==> src/rtl/bat_fetch_sequencer_pkg.sv <==
// Shared definitions for the Bat Amateur fetch sequencer.
// State encodings, bus strobe polarities and a state helper.
package bat_fetch_sequencer_pkg;

  typedef enum logic [3:0] {
    ST_HALTED  = 4'd0,
    ST_ADDR    = 4'd1,
    ST_READ    = 4'd2,
    ST_DECODE  = 4'd3,
    ST_OP_ADDR = 4'd4,
    ST_OP_READ = 4'd5,
    ST_EXEC    = 4'd6,
    ST_FAULT   = 4'd7
  } state_e;

  localparam logic BUS_DRIVE = 1'b1;
  localparam logic BUS_LOAD  = 1'b0;

  localparam int unsigned TIMER_W = 8;

  function automatic logic is_read(input state_e s);
    return (s == ST_READ) || (s == ST_OP_READ);
  endfunction

endpackage

==> src/rtl/bat_fetch_sequencer_if.sv <==
// Fetch-path bundle: control inputs, register/memory strobes, status.
// master = sequencer side, slave = bus registers / execute side.
interface bat_fetch_sequencer_if #(
  parameter int BUS_WIDTH = 16
) ();

  logic                 HALT;
  logic                 MEM_READY;
  logic                 EXEC_DONE;
  logic [BUS_WIDTH-1:0] IR_OUTPUT;

  logic PC_ENABLE;
  logic PC_RW;
  logic PC_COUNT;
  logic MAR_ENABLE;
  logic MAR_RW;
  logic MEM_ENABLE;
  logic MEM_RW;
  logic IR_ENABLE;
  logic IR_RW;
  logic OPR_ENABLE;
  logic OPR_RW;

  logic       INSTR_VALID;
  logic       FAULT;
  logic [3:0] STATE;

  modport master (
    input  HALT, MEM_READY, EXEC_DONE, IR_OUTPUT,
    output PC_ENABLE, PC_RW, PC_COUNT,
    output MAR_ENABLE, MAR_RW,
    output MEM_ENABLE, MEM_RW,
    output IR_ENABLE, IR_RW,
    output OPR_ENABLE, OPR_RW,
    output INSTR_VALID, FAULT, STATE
  );

  modport slave (
    output HALT, MEM_READY, EXEC_DONE, IR_OUTPUT,
    input  PC_ENABLE, PC_RW, PC_COUNT,
    input  MAR_ENABLE, MAR_RW,
    input  MEM_ENABLE, MEM_RW,
    input  IR_ENABLE, IR_RW,
    input  OPR_ENABLE, OPR_RW,
    input  INSTR_VALID, FAULT, STATE
  );

endinterface

==> src/rtl/bat_fetch_sequencer_wait_timer.sv <==
// Saturating memory-wait counter; expires at LIMIT.
// Ports: i_clk, i_rst_n (sync), i_clear, i_inc, o_expired.
import bat_fetch_sequencer_pkg::*;

module bat_wait_timer #(
  parameter int unsigned LIMIT = 15
) (
  input  logic i_clk,
  input  logic i_rst_n,
  input  logic i_clear,
  input  logic i_inc,
  output logic o_expired
);

  localparam logic [TIMER_W-1:0] MAXV = '1;
  localparam logic [TIMER_W-1:0] LIM =
    TIMER_W'(LIMIT);

  logic [TIMER_W-1:0] r_count;

  always_ff @(posedge i_clk) begin
    if (!i_rst_n) begin
      r_count <= '0;
    end else if (i_clear) begin
      r_count <= '0;
    end else if (i_inc && (r_count != MAXV)) begin
      r_count <= r_count + 1'b1;
    end
  end

  assign o_expired = (r_count >= LIM);

endmodule

==> src/rtl/bat_fetch_sequencer.sv <==
// Instruction-fetch control: sequences PC/MAR/MEM/IR/OPR strobes.
// Ports: CLOCK, RESET (sync, active-low), bus (master modport).
import bat_fetch_sequencer_pkg::*;

module bat_fetch_sequencer #(
  parameter int BUS_WIDTH   = 16,
  parameter int OPERAND_BIT = 15,
  parameter int MEM_TIMEOUT = 15
) (
  input  logic                  CLOCK,
  input  logic                  RESET,
  bat_fetch_sequencer_if.master bus
);

  state_e r_state;
  state_e w_next;
  logic   w_expired;
  logic   w_clear;
  logic   w_inc;
  logic   w_has_opr;
  logic   w_unused;

  assign w_has_opr = bus.IR_OUTPUT[OPERAND_BIT];
  assign w_unused  = ^bus.IR_OUTPUT[BUS_WIDTH-1:0];

  // Timer restarts on any state change so each read
  // phase gets its own full wait budget.
  assign w_clear = (w_next != r_state);
  assign w_inc   = is_read(r_state) && !bus.MEM_READY;

  bat_wait_timer #(
    .LIMIT (MEM_TIMEOUT)
  ) u_timer (
    .i_clk     (CLOCK),
    .i_rst_n   (RESET),
    .i_clear   (w_clear),
    .i_inc     (w_inc),
    .o_expired (w_expired)
  );

  always_ff @(posedge CLOCK) begin
    if (!RESET) begin
      r_state <= ST_HALTED;
    end else begin
      r_state <= w_next;
    end
  end

  assign bus.STATE = r_state;

  always_comb begin
    w_next          = r_state;
    bus.PC_ENABLE   = 1'b0;
    bus.PC_RW       = 1'b0;
    bus.PC_COUNT    = 1'b0;
    bus.MAR_ENABLE  = 1'b0;
    bus.MAR_RW      = 1'b0;
    bus.MEM_ENABLE  = 1'b0;
    bus.MEM_RW      = 1'b0;
    bus.IR_ENABLE   = 1'b0;
    bus.IR_RW       = 1'b0;
    bus.OPR_ENABLE  = 1'b0;
    bus.OPR_RW      = 1'b0;
    bus.INSTR_VALID = 1'b0;
    bus.FAULT       = 1'b0;

    unique case (r_state)
      ST_HALTED: begin
        if (!bus.HALT) w_next = ST_ADDR;
      end

      ST_ADDR, ST_OP_ADDR: begin
        bus.PC_ENABLE  = 1'b1;
        bus.PC_RW      = BUS_DRIVE;
        bus.MAR_ENABLE = 1'b1;
        bus.MAR_RW     = BUS_LOAD;
        w_next = (r_state == ST_ADDR) ?
                 ST_READ : ST_OP_READ;
      end

      ST_READ, ST_OP_READ: begin
        bus.MEM_ENABLE = 1'b1;
        bus.MEM_RW     = BUS_DRIVE;
        // Capture and PC bump happen in the
        // same cycle memory presents its data.
        if (bus.MEM_READY) begin
          bus.PC_COUNT = 1'b1;
          if (r_state == ST_READ) begin
            bus.IR_ENABLE = 1'b1;
            bus.IR_RW     = BUS_LOAD;
            w_next        = ST_DECODE;
          end else begin
            bus.OPR_ENABLE = 1'b1;
            bus.OPR_RW     = BUS_LOAD;
            w_next         = ST_EXEC;
          end
        end else if (w_expired) begin
          w_next = ST_FAULT;
        end
      end

      ST_DECODE: begin
        w_next = w_has_opr ? ST_OP_ADDR : ST_EXEC;
      end

      ST_EXEC: begin
        bus.INSTR_VALID = 1'b1;
        if (bus.EXEC_DONE) begin
          w_next = bus.HALT ? ST_HALTED : ST_ADDR;
        end
      end

      ST_FAULT: begin
        bus.FAULT = 1'b1;
      end

      default: begin
        w_next = ST_HALTED;
      end
    endcase
  end

endmodule

==> src/flat_wrapper.sv <==
// flat-port wrapper written by rule: the top's interface ports become plain ports
module bat_fetch_sequencer_flat 
#(
  parameter int BUS_WIDTH   = 16,
  parameter int OPERAND_BIT = 15,
  parameter int MEM_TIMEOUT = 15
)
  (CLOCK, RESET, bus_HALT, bus_MEM_READY, bus_EXEC_DONE, bus_IR_OUTPUT, bus_PC_ENABLE, bus_PC_RW, bus_PC_COUNT, bus_MAR_ENABLE, bus_MAR_RW, bus_MEM_ENABLE, bus_MEM_RW, bus_IR_ENABLE, bus_IR_RW, bus_OPR_ENABLE, bus_OPR_RW, bus_INSTR_VALID, bus_FAULT, bus_STATE);
  bat_fetch_sequencer_if #(.BUS_WIDTH(BUS_WIDTH)) bus_i ();
  input  logic CLOCK;
  input  logic RESET;
  input wire logic [$bits(bus_i.HALT)-1:0] bus_HALT;
  input wire logic [$bits(bus_i.MEM_READY)-1:0] bus_MEM_READY;
  input wire logic [$bits(bus_i.EXEC_DONE)-1:0] bus_EXEC_DONE;
  input wire logic [$bits(bus_i.IR_OUTPUT)-1:0] bus_IR_OUTPUT;
  output wire logic [$bits(bus_i.PC_ENABLE)-1:0] bus_PC_ENABLE;
  output wire logic [$bits(bus_i.PC_RW)-1:0] bus_PC_RW;
  output wire logic [$bits(bus_i.PC_COUNT)-1:0] bus_PC_COUNT;
  output wire logic [$bits(bus_i.MAR_ENABLE)-1:0] bus_MAR_ENABLE;
  output wire logic [$bits(bus_i.MAR_RW)-1:0] bus_MAR_RW;
  output wire logic [$bits(bus_i.MEM_ENABLE)-1:0] bus_MEM_ENABLE;
  output wire logic [$bits(bus_i.MEM_RW)-1:0] bus_MEM_RW;
  output wire logic [$bits(bus_i.IR_ENABLE)-1:0] bus_IR_ENABLE;
  output wire logic [$bits(bus_i.IR_RW)-1:0] bus_IR_RW;
  output wire logic [$bits(bus_i.OPR_ENABLE)-1:0] bus_OPR_ENABLE;
  output wire logic [$bits(bus_i.OPR_RW)-1:0] bus_OPR_RW;
  output wire logic [$bits(bus_i.INSTR_VALID)-1:0] bus_INSTR_VALID;
  output wire logic [$bits(bus_i.FAULT)-1:0] bus_FAULT;
  output wire logic [$bits(bus_i.STATE)-1:0] bus_STATE;
  assign bus_i.HALT = bus_HALT;
  assign bus_i.MEM_READY = bus_MEM_READY;
  assign bus_i.EXEC_DONE = bus_EXEC_DONE;
  assign bus_i.IR_OUTPUT = bus_IR_OUTPUT;
  assign bus_PC_ENABLE = bus_i.PC_ENABLE;
  assign bus_PC_RW = bus_i.PC_RW;
  assign bus_PC_COUNT = bus_i.PC_COUNT;
  assign bus_MAR_ENABLE = bus_i.MAR_ENABLE;
  assign bus_MAR_RW = bus_i.MAR_RW;
  assign bus_MEM_ENABLE = bus_i.MEM_ENABLE;
  assign bus_MEM_RW = bus_i.MEM_RW;
  assign bus_IR_ENABLE = bus_i.IR_ENABLE;
  assign bus_IR_RW = bus_i.IR_RW;
  assign bus_OPR_ENABLE = bus_i.OPR_ENABLE;
  assign bus_OPR_RW = bus_i.OPR_RW;
  assign bus_INSTR_VALID = bus_i.INSTR_VALID;
  assign bus_FAULT = bus_i.FAULT;
  assign bus_STATE = bus_i.STATE;
  bat_fetch_sequencer #(.BUS_WIDTH(BUS_WIDTH), .OPERAND_BIT(OPERAND_BIT), .MEM_TIMEOUT(MEM_TIMEOUT)) u_core (.CLOCK(CLOCK), .RESET(RESET), .bus(bus_i));
endmodule
==> config.mk <==
export PLATFORM = sky130hd
export DESIGN_NAME = bat_fetch_sequencer_flat
export DESIGN_NICKNAME = d
export VERILOG_FILES = /design/src/rtl/bat_fetch_sequencer_pkg.sv /design/src/rtl/bat_fetch_sequencer_if.sv /design/src/rtl/bat_fetch_sequencer_wait_timer.sv /design/src/rtl/bat_fetch_sequencer.sv /design/src/flat_wrapper.sv
export SDC_FILE = /design/constraint.sdc
export NUM_CORES = 1
export LEC_CHECK = 0
export ABC_AREA = 1
export CORE_MARGIN = 3
export CORE_UTILIZATION = 38
export DETAILED_ROUTE_END_ITERATION = 8
export PLACE_DENSITY = 0.72
export SYNTH_ARGS = -nofsm -noshare
export SYNTH_HDL_FRONTEND = slang
export SYNTH_SLANG_ARGS = --single-unit
==> constraint.sdc <==
create_clock -name CLOCK -period 2 [get_ports CLOCK]
set_input_delay 0.3 -clock CLOCK [delete_from_list [all_inputs] [get_ports CLOCK]]
set_output_delay 0.3 -clock CLOCK [all_outputs]
set_load 0.005 [all_outputs]
Word level (Yosys, flattened, before mapping). Index checks and enable logic that the tools add are counted. W data, S select, Z words.

$add $sub $neg: 1. Order comparisons: 1. Equality and inequality tests: 9. Mux-type cells: 21. Bitwise gates (word level): 1. Reduce and logical (&&, ||, !) cells: 8.

Operators by type and width (number): $pmux W4 S6 (1); $eq A4 B3 Y1 const B (4); $mux W4 (4); $mux W1 (13); $add A8 B1 Y8 const B (1); $eq A4 B2 Y1 const B (2); $ge A8 B4 Y1 const B (1); $ne A8 B8 Y1 const B (1); $mux W3 (2); $reduce_or A2 Y1 (3); $eq A4 B1 Y1 const B (1); $logic_not A4 Y1 (1); $ne A4 B4 Y1 (1); $logic_and A1 B1 Y1 (2); $mux W2 (1); $logic_not A1 Y1 (1); $logic_or A1 B1 Y1 (1); $not A1 Y1 (1).

Register bits after elaboration: 12. Bits of input ports: 21. Output and inout bits: 17. Logic and storage cells: 43.

Longest topological paths before layout. Gate-level depths: netlist of the first run.

Depth after elaboration: 6. Depth in mapped cells: 11. Mapped depth without buffers: 11.

Hierarchy. From an unflattened synthesis of the first run, not the netlist that was laid out.

Cells, all modules: 155. Area, all modules: 949.7 sq um.

By module, submodules not included: bat_fetch_sequencer (instances 1, cells an instance 81, area an instance 481.7 sq um, sequential area each 80.1 sq um); bat_wait_timer (instances 1, cells an instance 74, area an instance 467.9 sq um, sequential area each 160.2 sq um).

Least setup slack after synthesis of the first run. OpenSTA, ideal clock, no wires.

Path kind: flip-flop to flip-flop. Start: register u_core.r_state[1], in the netlist u_core.bus.STATE[1]. End: register u_core.u_timer.r_count[6]. Setup time: 116 ps. Arrival: 1365 ps. Required time: 1884 ps. Path slack: 519 ps. Cell stages (with the launch flop): 10. Buffers on the path: 0. Period minus slack after synthesis: 1481 ps. Path through: dfxtp_1 inv_1 nor2_2 nand2_4 nand2_8 nand3_4 a21oi_1 nor2_2 nand2_4 nor2_2.

Cells in the longest elaborated chain, start to end: 6. Elaborated cells on any way between the ends: 22. Those cells by class: eq/ne: 8; mux: 7; reduce/logical: 7.

RTL lines: from (decl) (RTL line bat_fetch_sequencer.sv:15) `state_e r_state;`; from (signal assigned) (RTL line bat_fetch_sequencer.sv:45) `r_state <= w_next;`; $eq A4 B2 Y1 (RTL line bat_fetch_sequencer_pkg.sv:22, bat_fetch_sequencer.sv:67, bat_fetch_sequencer.sv:88); $mux W3 (RTL line bat_fetch_sequencer.sv:88) `if (r_state == ST_READ) begin`; $mux W4 (RTL line bat_fetch_sequencer.sv:86) `if (bus.MEM_READY) begin`; $pmux W4 S6 (RTL line bat_fetch_sequencer.sv:67) `unique case (r_state)`; $ne A4 B4 Y1 (RTL line bat_fetch_sequencer.sv:28) `assign w_clear = (w_next != r_state);`; $reduce_or A2 Y1 (no source line); to (signal assigned) (RTL line bat_fetch_sequencer_wait_timer.sv:27) `r_count <= r_count + 1'b1;`; to (decl) (RTL line bat_fetch_sequencer_wait_timer.sv:19) `logic [TIMER_W-1:0] r_count;`.

Parallel ways exist; a longest one is shown, timed or not. A chain may end at the register's enable or synchronous reset.

Final worst setup path of the first run.
Start: register u_core.r_state[2], in the netlist u_core.bus.STATE[2]. End: output port bus_FAULT.

Cells in the longest elaborated chain, start to end: 2.

RTL lines: $eq A4 B3 Y1 (RTL line bat_fetch_sequencer.sv:67); $mux W1 (RTL line bat_fetch_sequencer.sv:67); to (decl) (RTL line flat_wrapper.sv:28) `output wire logic [$bits(bus_i.FAULT)-1:0] bus_FAULT;`.

Every way passes these cells.

==> run_results.csv, run 1 <==
group,metric,value,unit
setup_path,critical_path_buf_inv_count,4,
sta,skew,0.00191,ns
layout,antennaDiodeCount,0,
setup_path,path_common_cell,"inv_1",
setup_path,critPathKind,"register to output port",
synthesis,yosys_warnings,0,
drt,via_count,938,
min_path,min_path_type,"register to register",
place,post-dp-hpwl,1620,um
setup_path,path_delay_family,"buffers and inverters",
setup_path,cp-start-kind,"register",
synthesis,synth-seq-cells,12,
layout,final_cells,198,
setup_path,critPathArrivalTime,1.65,ns
status,run_status,"complete, no violations",
drt,dr.pass1.iters,4,
power_and_ir_drop,vdd_drop_max,0.314,mV
place,gp_congestion,0.847,
floorplan,dieArea,0.00321,sq mm
clock_network,path_clk_slew,0.07,ns
synthesis,seq_area_frac_synth,24.6,%
place,place_area,0.00120,sq mm
clock_network,htreeDepth,1,
power_and_ir_drop,p_per_area,362,mW/mm^2
floorplan,start_util,42.1,%
global_routing,overflow,0,
global_routing,antenna_found_initial,0,
power_and_ir_drop,p_leak,0.585,nW
synthesis,syn_area_per_cell,6.87,sq um
setup_path,r2r_setup_slack,0.27,ns
synthesis,synth_common_cells,"26 x nand2_1, 20 x inv_1, 15 x nor2_1, 12 x dfxtp_1, 12 x nor2_2",
global_routing,grt_start_max_net_pins,10,
drt,drc,0,
clock_network,cts_root_buf,"clkbuf_4",
global_routing,grt_pass1_wl,3700,um
drt,post_drt_via_cell_ratio,4.74,
place,io_buffers,19,
sta,fin_tns_setup,0,ns
drt,drt_wl_total,2120,um
clock_network,clk_latency,0.26,ns
floorplan,chipWidth,56.7,um
layout,fill_cells,224,
flow_run,maxCapViolCount,0,
sta,hold_slack,0.592,ns
drt,drt_iter0_markers,9,
setup_path,crit_chain,"inv_1 -> nor2_4 -> buf_6 -> nand2_1 -> inv_1 -> clkdlybuf4s50_1",
synthesis,synth-async-reset-ratio,0,%
layout,final_cell_area,0.00130,sq mm
drt,ant_nets,0,
layout,fin_nets,194,
synthesis,synth_top_area_cell,"dfxtp_1",
clock_network,cts_tree,"done",
floorplan,ios,38,
layout,area_delta_synth_final,33.2,%
synthesis,syn_area,976,sq um
synthesis,ys_types,26,
place,dp.cells,191,
drt,route.detailed.wl_per_inst,10.7,um
setup_path,path_max_fanout,6,
clock_network,cts_buffers,3,
sta,clock.fmax,512,MHz
setup_path,endpoint_kind,"output port",
power_and_ir_drop,finalPower,0.470,mW
sta,finalMaxSlewViolations,0,
global_routing,grt_usage,14.2,%
clock_network,clock-sinks,12,
floorplan,fp-row-count,17,
clock_network,cts_buffer_depth,2,
sta,setup_violations,0,
synthesis,synth_edf_count,0,
global_routing,first_global_vias,865,
synthesis,synth_top_area_share,24.6,%
synthesis,yosys-top-cells-area,"dfxtp_1 25%, nand2_1 10%, inv_1 7.7%",
sta,fin_crit,1.95,ns
floorplan,die_h,56.7,um
synthesis,synth.most_common_cell,"nand2_1",
synthesis,yosys_most_used_dff,"dfxtp_1",
sta,finalHoldViolations,0,
setup_path,cpPeakStageDelay,0.51,ns
synthesis,syn-instance-count,142,
setup_path,cp_slowest_cell,"clkdlybuf4s50_1",
floorplan,core,0.00232,sq mm
sta,fin_crit_sh,97.6,%
setup_path,cp.required,1.70,ns
layout,drive_gt1_share,26.5,%
## worst reg2reg max path: cells and delay by family, from the launching register on
| kind | cells | cell delay [ns] |
|---|---|---|
| flip-flops | 1 | 0.46 |
| AO/OA/AOI/OAI | 1 | 0.12 |
| buffers and inverters | 2 | 0.25 |
| AND/OR/NAND/NOR | 7 | 0.85 |
## path summary, 6_finish.rpt
path                                           from                                      to  cells past startpoint
max                  u_core.bus.STATE[2]$_SDFF_PN0_                               bus_FAULT                      6
min          u_core.u_timer.r_count[0]$_SDFFE_PP0P_  u_core.u_timer.r_count[0]$_SDFFE_PP0P_                      4
min reg2reg  u_core.u_timer.r_count[0]$_SDFFE_PP0P_  u_core.u_timer.r_count[0]$_SDFFE_PP0P_                      4
max reg2reg          u_core.bus.STATE[3]$_SDFF_PN0_  u_core.u_timer.r_count[1]$_SDFFE_PP0P_                     10
## stage by stage
| step | setup WS [ns] | utilization [%] |
|---|---|---|
| 2_1_floorplan | 0.519 | - |
| 3_3_place_gp | 0.137 | 52.0 |
| 3_5_place_dp | 0.122 | 52.0 |
| 4_1_cts | 0.000412 | 54.0 |
| 5_1_grt | -0.0236 | 56.1 |
| 6_report | 0.0486 | 56.1 |
## area by class of cell
class / instances / area (sq um) / area share (%)
clock buffer: 3 / 22.5 / 1.73
multi-input combinational: 106 / 648 / 49.9
sequential: 12 / 249 / 19.2
tap: 28 / 35.0 / 2.69
timing repair buffer: 28 / 267 / 20.5
inverter: 21 / 78.8 / 6.06
## metal layers
| layer | track usage [%] | up-vias | wire length [um] |
|---|---|---|---|
| met1 | 18.7 | 423 | 1010 |
| met3 | 4.37 | 2 | 86 |
| met5 | 0 | - | 0 |
| met2 | 23.3 | 14 | 1010 |
| met4 | 2.03 | 0 | 13 |
| li1 | - | 499 | - |
## timing repair
| item | 4_1_cts | 5_1_grt |
|---|---|---|
| buffers inserted | 1 | 3 |
| hold buffers | 0 | 0 |
| gates resized for setup | 6 | 8 |
| pin swaps | 1 | 3 |
| gates cloned | 0 | 0 |
| setup endpoints to repair | 5 | 4 |
## cells by family after synthesis
group | Yosys count | synth area share, %
xor+xnor | 4 | 3.59
flops | 12 | 24.6
fa+ha+maj | 1 | 1.28
buf+inv | 27 | 12.7
compound gates | 13 | 7.05
simple gates | 84 | 50.4
other cells | 1 | 0.384
## layout by cell type (no fill, tap or decap), types with 2 or more instances in the layout
master and instances:
conb_1 4, or2_2 2, clkbuf_4 3, nor2_2 11
inv_1 20, dfxtp_4 2, nor2_1 13, o21ai_0 2
nand3_1 5, nand2_1 26, nand2_2 2, xnor2_1 3
clkdlybuf4s50_1 17, dlymetal6s2s_1 2, buf_4 8, or2_1 2
nor2_4 5, dfxtp_1 9, nand3_4 3, nand3_2 2
nand2_4 3, a21oi_1 8, nand4_1 9
## where the power goes
group | internal [mW] | switching (mW)
clock network | 0.0695 | 0.0736
registers | 0.240 | 0.00518
logic | 0.0384 | 0.0437
total | 0.348 | 0.122
## registers in the layout, summed over array words and instances (netlist names)
signal                  cells
u_core.bus.STATE            4
u_core.u_timer.r_count      8
(Power assumes the default switching activity.)
==> inputs of run 2 (changes only) <==
--- a/config.mk
+++ b/config.mk
@@ -6,6 +6,7 @@
 export NUM_CORES = 1
 export LEC_CHECK = 0
 export ABC_AREA = 1
+export CAP_MARGIN = 20
 export CORE_MARGIN = 3
 export CORE_UTILIZATION = 38
 export DETAILED_ROUTE_END_ITERATION = 8
==> results of run 2 <==
No change in the layout: final DEF, timing and power equal those of run 1.
==> inputs of run 3 (changes only) <==
--- a/config.mk
+++ b/config.mk
@@ -9,6 +9,7 @@
 export CAP_MARGIN = 20
 export CORE_MARGIN = 3
 export CORE_UTILIZATION = 38
+export CTS_CLUSTER_DIAMETER = 150
 export DETAILED_ROUTE_END_ITERATION = 8
 export PLACE_DENSITY = 0.72
 export SYNTH_ARGS = -nofsm -noshare
==> results of run 3 <==
No change in the layout: final DEF, timing and power equal those of run 1.
